===== config.mk =====
export PLATFORM = sky130hd
export DESIGN_NAME = fifo_uart_tx
export DESIGN_NICKNAME = d
export VERILOG_FILES = /design/src/rtl/fifo_uart_tx.sv
export SDC_FILE = /design/constraint.sdc
export NUM_CORES = 1
export LEC_CHECK = 0
export ABC_AREA = 1
export CAP_MARGIN = 25
export CORE_MARGIN = 10
export CORE_UTILIZATION = 35
export DETAILED_ROUTE_END_ITERATION = 10
export SLEW_MARGIN = 10
export SYNTH_ARGS = -nofsm -noshare
export SYNTH_HDL_FRONTEND = slang
export SYNTH_SLANG_ARGS = --single-unit

===== constraint.sdc =====
create_clock -name clk -period 2.6 [get_ports clk]
set_input_delay 0.26 -clock clk [delete_from_list [all_inputs] [get_ports clk]]
set_output_delay 0.26 -clock clk [all_outputs]
set_load 0.01 [all_outputs]

===== src/rtl/fifo_uart_tx.sv =====
// UART transmitter that drains a transmit FIFO: start bit, DATA_WIDTH bits LSB first, optional even parity, stop bit(s).
// Define UART_TX_PARITY_EN to insert an even-parity bit between the data bits and the stop bit(s).
module fifo_uart_tx #(
  parameter int DATA_WIDTH   = 8,
  parameter int CLKS_PER_BIT = 868,
  parameter int STOP_BITS    = 1
) (
  input  logic                  clk,
  input  logic                  reset,
  input  logic                  clk_en,
  input  logic                  fifo_r_empty,
  input  logic [DATA_WIDTH-1:0] fifo_r_data,
  output logic                  fifo_r_en,
  output logic                  tx,
  output logic                  busy,
  output logic                  frame_done
);

  localparam int BAUD_W = $clog2(CLKS_PER_BIT);
  localparam int BIT_W  = (DATA_WIDTH > 2) ? $clog2(DATA_WIDTH) : 1;

  localparam logic [BAUD_W-1:0] BAUD_LAST = BAUD_W'(CLKS_PER_BIT - 1);
  localparam logic [BIT_W-1:0]  DATA_LAST = BIT_W'(DATA_WIDTH - 1);
  localparam logic [BIT_W-1:0]  STOP_LAST = BIT_W'(STOP_BITS - 1);

  typedef enum logic [2:0] {
    S_IDLE,
    S_FETCH,
    S_LOAD,
    S_START,
    S_DATA,
`ifdef UART_TX_PARITY_EN
    S_PARITY,
`endif
    S_STOP
  } state_t;

  state_t                state, state_next;
  logic [BAUD_W-1:0]     baud_cnt, baud_next;
  logic [BIT_W-1:0]      bit_cnt, bit_next;
  logic [DATA_WIDTH-1:0] shift_q, shift_next;
  logic                  bit_end;
  logic                  tx_next;
  logic                  frame_done_next;

`ifdef UART_TX_PARITY_EN
  logic parity_q;
`endif

  // NOTE: every always_comb output gets a default first, so no path can infer a latch.
  always_comb begin
    state_next = state;
    baud_next  = baud_cnt;
    bit_next   = bit_cnt;
    shift_next = shift_q;
    bit_end    = (baud_cnt == BAUD_LAST);

    case (state)
      S_IDLE:  if (!fifo_r_empty) state_next = S_FETCH;
      S_FETCH: state_next = S_LOAD;
      S_LOAD: begin
        shift_next = fifo_r_data;
        baud_next  = '0;
        bit_next   = '0;
        state_next = S_START;
      end
      S_START: begin
        if (bit_end) begin
          baud_next  = '0;
          state_next = S_DATA;
        end else begin
          baud_next = baud_cnt + 1'b1;
        end
      end
      S_DATA: begin
        if (bit_end) begin
          baud_next  = '0;
          shift_next = shift_q >> 1;
          if (bit_cnt == DATA_LAST) begin
            bit_next = '0;
`ifdef UART_TX_PARITY_EN
            state_next = S_PARITY;
`else
            state_next = S_STOP;
`endif
          end else begin
            bit_next = bit_cnt + 1'b1;
          end
        end else begin
          baud_next = baud_cnt + 1'b1;
        end
      end
`ifdef UART_TX_PARITY_EN
      S_PARITY: begin
        if (bit_end) begin
          baud_next  = '0;
          state_next = S_STOP;
        end else begin
          baud_next = baud_cnt + 1'b1;
        end
      end
`endif
      S_STOP: begin
        if (bit_end) begin
          baud_next = '0;
          if (bit_cnt == STOP_LAST) begin
            bit_next   = '0;
            state_next = fifo_r_empty ? S_IDLE : S_FETCH;
          end else begin
            bit_next = bit_cnt + 1'b1;
          end
        end else begin
          baud_next = baud_cnt + 1'b1;
        end
      end
      default: state_next = S_IDLE;
    endcase

    // Outputs are registered, so they are decoded from the values the state will hold next cycle.
    tx_next = 1'b1;
    case (state_next)
      S_START:  tx_next = 1'b0;
      S_DATA:   tx_next = shift_next[0];
`ifdef UART_TX_PARITY_EN
      S_PARITY: tx_next = parity_q;
`endif
      default:  tx_next = 1'b1;
    endcase

    frame_done_next = (state_next == S_STOP) && (baud_next == BAUD_LAST) &&
                      (bit_next == STOP_LAST);
  end

  // NOTE: sequential state uses non-blocking assignments so every register samples pre-edge values.
  always_ff @(posedge clk or negedge reset) begin
    if (!reset) begin
      state      <= S_IDLE;
      baud_cnt   <= '0;
      bit_cnt    <= '0;
      shift_q    <= '0;
      tx         <= 1'b1;
      busy       <= 1'b0;
      fifo_r_en  <= 1'b0;
      frame_done <= 1'b0;
    end else if (clk_en) begin
      state      <= state_next;
      baud_cnt   <= baud_next;
      bit_cnt    <= bit_next;
      shift_q    <= shift_next;
      tx         <= tx_next;
      busy       <= (state_next != S_IDLE);
      fifo_r_en  <= (state_next == S_FETCH);
      frame_done <= frame_done_next;
    end
  end

`ifdef UART_TX_PARITY_EN
  always_ff @(posedge clk or negedge reset) begin
    if (!reset) begin
      parity_q <= 1'b0;
    end else if (clk_en && (state == S_LOAD)) begin
      parity_q <= ^fifo_r_data;
    end
  end
`endif

endmodule


After elaboration in Yosys (flattened, before gate mapping). Index checks and enable logic that the tools add are counted.

Add/sub/neg operators: 2. Equality and inequality tests: 13. Mux-type cells: 18. Reductions and logical operators: 9.

Operators with widths (number): 3-bit two-way mux (10); 10-bit equality test, second input constant (2); 10-bit one-hot mux with 2 select lines (1); 3-bit one-hot mux with 6 select lines (1); 8-bit one-hot mux with 2 select lines (1); 3-bit equality test, second input constant (5); 10-bit by 1-bit adder with 10-bit output, second input constant (1); 10-bit two-way mux (1); 3-bit by 2-bit equality test with 1-bit output, second input constant (3); 3-bit zero test (3); 3-bit one-hot mux with 3 select lines (1); 8-bit two-way mux (1); 3-bit by 1-bit equality test with 1-bit output, second input constant (2); 3-bit by 1-bit adder with 3-bit output, second input constant (1); 3-bit AND reduction (1); 3-bit nonzero test (1); 3-bit OR reduction (1); 1-bit logical AND (2); 2-bit != test, second input constant (1); 1-bit one-hot mux with 2 select lines (1); 2-bit nonzero test (1); 1-bit two-way mux (1).

Flip-flop bits (word level): 28. Input bits: 12. Output and inout port bits: 4. Word-level logic and storage cells: 51.

Depth between registers and ports, before layout.
Depth in word-level cells: 7. Gate-level depth with buffers: 15. Depth with buffers taken out: 15.

Worst setup path before layout. Ideal clock, no wire load.

Path type: register -> register. From: reg baud_cnt[0]. To: reg shift_q[0]. Arrival: 1561 ps. Required time: 2461 ps. Path slack: 899 ps. Cell stages (with the launch flop): 10. Buffers on the path: 1. Clock period less this slack: 1701 ps. Cell sequence: dfrtp_1 ha_1 inv_1 nor2_1 nand3b_4 nor2_4 nand2_2 a21oi_4 buf_6 o22ai_1.

Longest elaborated chain between the ends: 3.

Ends and longest elaborated chain: start: declaration (line 39) `logic [BAUD_W-1:0] baud_cnt, baud_next;`; start signal: assignment (line 147) `baud_cnt <= baud_next;`; 10-bit equality test (line 56) `bit_end = (baud_cnt == BAUD_LAST);`; 8-bit two-way mux (line 76) `if (bit_end) begin`; 8-bit one-hot mux with 2 select lines (line 58) `case (state)`; end signal: assignment (line 149) `shift_q <= shift_next;`; end: declaration (line 41) `logic [DATA_WIDTH-1:0] shift_q, shift_next;`.

Every way passes these cells. The select of a mux whose other input is x is not followed. A chain may end at the register's enable or synchronous reset.

Final worst setup path.
From: reg baud_cnt[0]. To: reg shift_q[7].

Longest elaborated chain between the ends: 3.

Ends and longest elaborated chain (line): 10-bit equality test (56); 2-bit != test (no line); 3-bit AND reduction (no line).

Every way passes these cells.

==> metrics.md <==
| Metric | Value |
|---|---|
| Maximum vdd drop | between 0.0003 and 0.0004 V |
| Clk pin slew, worst setup/hold paths | 100 ps |
| Most area-consuming cells after synthesis | dfrtp_1 34%, nand2_1 19%, o21ai_0 8.6%, inv_1 7.6%, nand3_1 6.6% |
| Starting Density | 35.97% |
| Crit Path Max Fanout | 15 |
| CTS Hold Bufs | 0 |
| RePlAce Congestion | 0.9110 |
| Critical Path Source Type | flop |
| Worst EP required | 2800 ps |
| Die Wd | 95.23 um |
| Reg2reg end | shift_q[7]$_DFFE_PN0P_ |
| Inserted Clock Buffers | 3 |
| Synth area leader | dfrtp_1 |
| WP data arrival | 2220 ps |
| Final hold viol count | 0 |
| DRC errors left | 0 |
| Post-Syn Area | 1981 um^2 |
| Reg2Reg Depth | 9 |
| First-pass GRT wire length | 8418 um |
| Clock root buffer | clkbuf_8 |
| Vias/cell | 4.791 |
| Die area | 9068 um^2 |
| Tmin final | 2021 ps |
| Later-pin clock latency in the skew report | about 270 ps |
| R2R Setup Slk | 580 ps |
| Worst slew margin | 71.65% |
| #FFs+latches synth | 28 |
| Clock Skew | 2.686 ps |
| CTS Buffer Depth | 2 |
| CP max stage delay | 420 ps |
| WL per Instance | 12.06 um |
| IO Pins | 16 |
| Chip height | 95.23 um |
| Register area share after synthesis | about 35% |
| Final setup violating endpoints | 0 |
| Setup TNS | 0 ps |
| Layout cell share with drive strength beyond 1 | 8.228% |
| Vias in the first global route | 1836 |
| Status | completed |
| Gr usage total | 11.34% |
| RSZ-0062 raised after global routing | no |
| Net count after synthesis | 317 |
| Clk sinks | 28 |
| Initial antenna violation count | 0 |
| Site Rows | 27 |
| Fin crit share | 77.74% |
| Port Buffers | 15 |
| Worst Tran Pin Value | 424.8 ps |
| CTS-repair resized insts | 0 |
| Worst setup EP type | flop |
| Post-synth cell types | 26 |
| CTS tree | built |
| Pin count of the biggest net entering global routing | 29 |
| Leakage | between 1 and 1.5 nW |
| Post-synth top area share | 34.11% |
| Synth warnings | 0 |
| Cell chain of the critical path | ha_1 -> inv_1 -> nor2_1 -> nand3b_4 -> nor2_4 -> nand2_2 -> a21oi_4 -> nand3_1 -> o21ai_0 |
| Origin of the worst setup path | baud_cnt[0]$_DFFE_PN0P_ |
| CP endpoint | shift_q[7]$_DFFE_PN0P_ |
| WL final | 4680 um |
| Core area | ~5500 um^2 |
| Initial DRC Count | 145 |
| CTS H-tree lvls | 1 |
| CP Class | flop to flop |
| Max-cap violation count | 0 |
| Setup bufs post-CTS | 0 |
| Remaining global-route overflow | 0 |
| Avg Cell Area, Syn | 6.580 um^2 |
| Area Growth Syn to Fin | 13.77% |
| Final-report max-slew violation count | 0 |
| Final worst setup slack | about 580 ps |
| DRT Pass-1 Iters | 4 |
| Core Util, Final | 40.92% |
| Vias | 1859 |
| Nets | approximately 330 |
| PwrDens | 610.3 nW/um^2 |
| FF-to-FF Start | baud_cnt[0]$_DFFE_PN0P_ |
| Antenna Violating Nets Remaining | 0 |
| Max Freq | 494.8 MHz |
| Hold WC Path Type | input port to asynchronous set/reset pin |
| Final HPWL from detailed placement | approximately 3500 um |
| Ant diodes | 0 |
| Worst slack, placed | 583.2 ps |
| Syn Inst Count | roughly 300 |
| CP max-delay cell | dfrtp_1 |
power by group:
part           switching [W]  internal, W  total, W
sequential         0.0000789     0.000536  0.000615
clock               0.000140     0.000136  0.000275
combinational       0.000301     0.000183  0.000485
total               0.000520     0.000856   0.00138
worst max-delay path: cells and delay by family (launching register included):
kind            cells  cell delay (ps)
compound gates      2              430
fa+ha+maj           1              270
buf+inv             1               90
flops               1              420
simple gates        5              720
through the flow:
stage           power, W  cell area, um^2  hold WS [ps]  cells
2_1_floorplan  0.0009836             1981        -35.59    301
3_3_place_gp    0.001113             2198         463.7    384
3_5_place_dp    0.001108             2198         464.7    384
4_1_cts         0.001389             2253         368.6    388
5_1_grt         0.001489             2253         398.7    388
6_report        0.001375             2253         351.7    388
worst min-delay path by stage:
stage	from	end	slack [ps]	cells past startpoint
finish	reset	state[1]$_DFFE_PN0P_	350	2
global route	reset	busy$_DFFE_PN0P_	400	2
CTS	reset	state[1]$_DFFE_PN0P_	370	2
detailed placement	busy$_DFFE_PN0P_	busy$_DFFE_PN0P_	460	2
global placement	busy$_DFFE_PN0P_	busy$_DFFE_PN0P_	460	2
floorplan	reset	baud_cnt[0]$_DFFE_PN0P_	-40	0
placed cells by master (no fill, tap or decap):
cell type / Yosys / final
o22ai_1: 1 / 1
buf_4: 0 / 2
o21ai_1: 2 / 2
nand3_2: 3 / 3
inv_1: 40 / 40
nand3_1: 26 / 26
nor2_8: 1 / 1
clkbuf_8: 0 / 4
ha_1: 4 / 4
a31oi_1: 1 / 1
dfrtp_1: 27 / 27
nand4_1: 5 / 5
nor2_1: 25 / 25
o21ai_0: 34 / 34
nand2_1: 102 / 102
a21oi_1: 4 / 4
nor3_1: 3 / 3
nand3b_4: 1 / 1
nor2_4: 1 / 1
dfstp_2: 1 / 1
a21boi_2: 1 / 1
a21oi_4: 1 / 1
clkdlybuf4s50_1: 0 / 15
inv_2: 4 / 4
o21bai_1: 1 / 1
nand2_2: 7 / 7
flip-flops by register name, indices dropped and copies added (netlist names):
signal / count
busy: 1
shift_q: 8
tx: 1
state: 3
fifo_r_en: 1
frame_done: 1
bit_cnt: 3
baud_cnt: 10
synth_stat cells, drive strengths merged:
| cell type | instances |
|---|---|
| a21boi | 1 |
| a21oi | 5 |
| a31oi | 1 |
| buf | 3 |
| clkbuf | 3 |
| dfrtp | 27 |
| dfstp | 1 |
| ha | 4 |
| inv | 44 |
| nand2 | 109 |
| nand3 | 29 |
| nand3b | 1 |
| nand4 | 5 |
| nor2 | 27 |
| nor3 | 3 |
| o21ai | 36 |
| o21bai | 1 |
| o22ai | 1 |
per-layer routing:
metal / global-route usage [%] / part of all wire, %
met5: 0 / 0
met3: 2.200 / 5.6
met1: 15.57 / 51
met2: 17.61 / 43
met4: 3.242 / 0.53
cell families after synthesis:
family	synth area share (%)
AOI/OAI and AO/OA	12.51
adders and majority gates	2.527
and+or+nand+nor	39.29
DFF	35.44
buffers and inverters	10.23
area by class of cell:
cell class              instances  area (um^2)
fillers                       587         3253
flip-flops and latches         28        701.9
repair buffers                 17        165.2
multi-input cells             223         1076
inverters                      44        165.2
well taps                      72        90.09
clock buffers                   4        55.05
Power figures use the tool's default switching activity.
==> RTL change, RTL diff (config.mk and constraints unchanged) <==
Encoding of `state_t`: now Gray code (3 bits for 6 states).
--- a/src/rtl/fifo_uart_tx.sv
+++ b/src/rtl/fifo_uart_tx.sv
@@ -25,13 +25,13 @@
 
   typedef enum logic [2:0] {
-    S_IDLE,
-    S_FETCH,
-    S_LOAD,
-    S_START,
-    S_DATA,
+    S_IDLE  = 3'b000,
+    S_FETCH = 3'b001,
+    S_LOAD  = 3'b011,
+    S_START = 3'b010,
+    S_DATA  = 3'b110,
 `ifdef UART_TX_PARITY_EN
     S_PARITY,
 `endif
-    S_STOP
+    S_STOP  = 3'b111
   } state_t;
 
Behaviour: same outputs for any inputs over 10 cycles, from zero or initial values and one cycle with reset low; not proved beyond that.
==> RTL change against the unedited design <==
Clock power increased by 32%; sequential cell count unchanged; global-route usage decreased by 0.34 points; synthesized cell count decreased by 7.6%; final area down 3.1%; critical endpoint unchanged; maximum frequency grew 7.7%; setup slack improved by 0.15 ns; total power up 5.5%; largest cell class unchanged; wire length fell by 3.2%; synthesized area decreased by 4.2%.
==> RTL change: results (changes against the unedited design) <==
The flow ran to the end, and the final reports show no timing, DRC or antenna violations. The number of antenna violations at the first check in global routing was 0 (unchanged). The compound-gate portion of the synthesized area came out at 14.1% (+1.6 points). The post-route clock skew is 0.00366 ns (+0.000971 ns). The detailed-route vias per instance is 4.74 (-0.99%). The weighted congestion at the end of routability-driven global placement came out at 0.858 (-5.8%). The maximum VDD drop was 0.381 mV (+11%).

The arrival time at the worst endpoint is 2.09 ns (-0.13 ns). The overall routing resource usage is 11.0% (-0.34 points). The routed via count came out at 1722 (-7.4%). The tree is rooted in a sky130_fd_sc_hd__clkbuf_8. The pin count of the biggest net entering global routing came out at 29 (unchanged). The proportion of synthesized flip-flops having asynchronous set or reset came out at 100% (unchanged). The post-synth net total is 294 (-7.3%). The clock latency at the later pin of the worst-skew pair came to 0.29 ns (+0.02 ns).

The part of the Yosys area used for sequential elements is 37.0% (+1.5 points). The number of nets in the finished design is 310 (-6.9%). The commonest cells after synthesis are 89 x sky130_fd_sc_hd__nand2_1, 40 x sky130_fd_sc_hd__inv_1, 31 x sky130_fd_sc_hd__o21ai_0, 27 x sky130_fd_sc_hd__dfrtp_1, 23 x sky130_fd_sc_hd__nor2_1.

The slew of the pin with the lowest slew margin came out at 0.455 ns (+0.0303 ns). The first-pass GRT wire length came out at 7970 um (-5.3%). The count of unique library cells instantiated by Yosys is 27 (+3.8%). The instance area at placement came out at 0.00211 mm^2 (-3.9%). The delay contributed by the slowest stage of the critical path is 0.45 ns (+0.03 ns). The mux contribution to synthesized area is 0% (unchanged). The worst setup slack after placement came out at 0.717 ns (+0.134 ns).

The final HPWL from detailed placement came out at 3350 um (-4.9%). The maximum fanout along the worst path is 15 (unchanged). The total of fill cells in the finished design came out at 551 (-6.1%).

The share of final-layout standard cells stronger than drive strength 1 is 8.53% (+0.30 points). The adder and majority cell fraction of the synthesized area was 2.64% (+0.11 points). The DRC marker count from the first detailed-route iteration came to 96 (-34%). The static leakage power was 1.03 nW (-6.6%).

The total length of routed wires came out at 4530 um (-3.2%). The instance count after placement with tap cells included came out at 359 (-6.5%). By area the synthesized netlist is led by sky130_fd_sc_hd__dfrtp_1 36%, sky130_fd_sc_hd__nand2_1 18%, sky130_fd_sc_hd__o21ai_0 8.2%, sky130_fd_sc_hd__inv_1 7.9%, sky130_fd_sc_hd__nand3_1 5.5%. The average footprint of a synthesized cell is 6.83 um^2 (+3.8%).
[RTL change: cell count changes after synthesis, moves of 3 or more]
cell and change:
sky130_fd_sc_hd__nor3_1 -3, sky130_fd_sc_hd__o21ai_0 -3, sky130_fd_sc_hd__nand2_1 -13, sky130_fd_sc_hd__nand2_2 -6, sky130_fd_sc_hd__nand3_1 -5, sky130_fd_sc_hd__nor2_4 +3
[RTL change: per-layer routing]
| metal | vias to the layer above | global-route usage [%] | wire length, um |
|---|---|---|---|
| met4 | 0 | 3.16 | 59 |
| met2 | 21 | 18.2 | 2130 |
| met5 | - | 0 | 0 |
| li1 | 913 | - | - |
| met3 | 6 | 2.00 | 164 |
| met1 | 782 | 14.2 | 2180 |
[RTL change: worst paths after layout]
path	startpoint	depth (start not counted)	slack [ns]	to
worst min-delay path	reset	2	0.36	baud_cnt[1]
worst max register to register	baud_cnt[0]	9	0.72	shift_q[7]
max in group asynchronous	reset	2	1.92	tx
worst max-delay path	baud_cnt[0]	9	0.72	shift_q[7]
min in group clk	frame_done	2	0.50	frame_done
worst min register to register	frame_done	2	0.50	frame_done
[RTL change: report_power, final]
group	internal, mW	leakage (nW)	switching, mW	total, mW
registers	0.535	0.364	0.0685	0.604
clock network	0.207	0.0357	0.156	0.363
logic	0.171	0.630	0.314	0.485
total	0.913	1.03	0.538	1.45
[RTL change: area by class of cell]
class	count	area (um^2)	area share (%)
timing repair buffer	19	180	8.25
inverter	42	158	7.22
multi-input combinational	200	985	45.1
clock inverter	1	30.0	1.38
clock buffer	3	41.3	1.89
tap	70	87.6	4.01
sequential	28	702	32.1
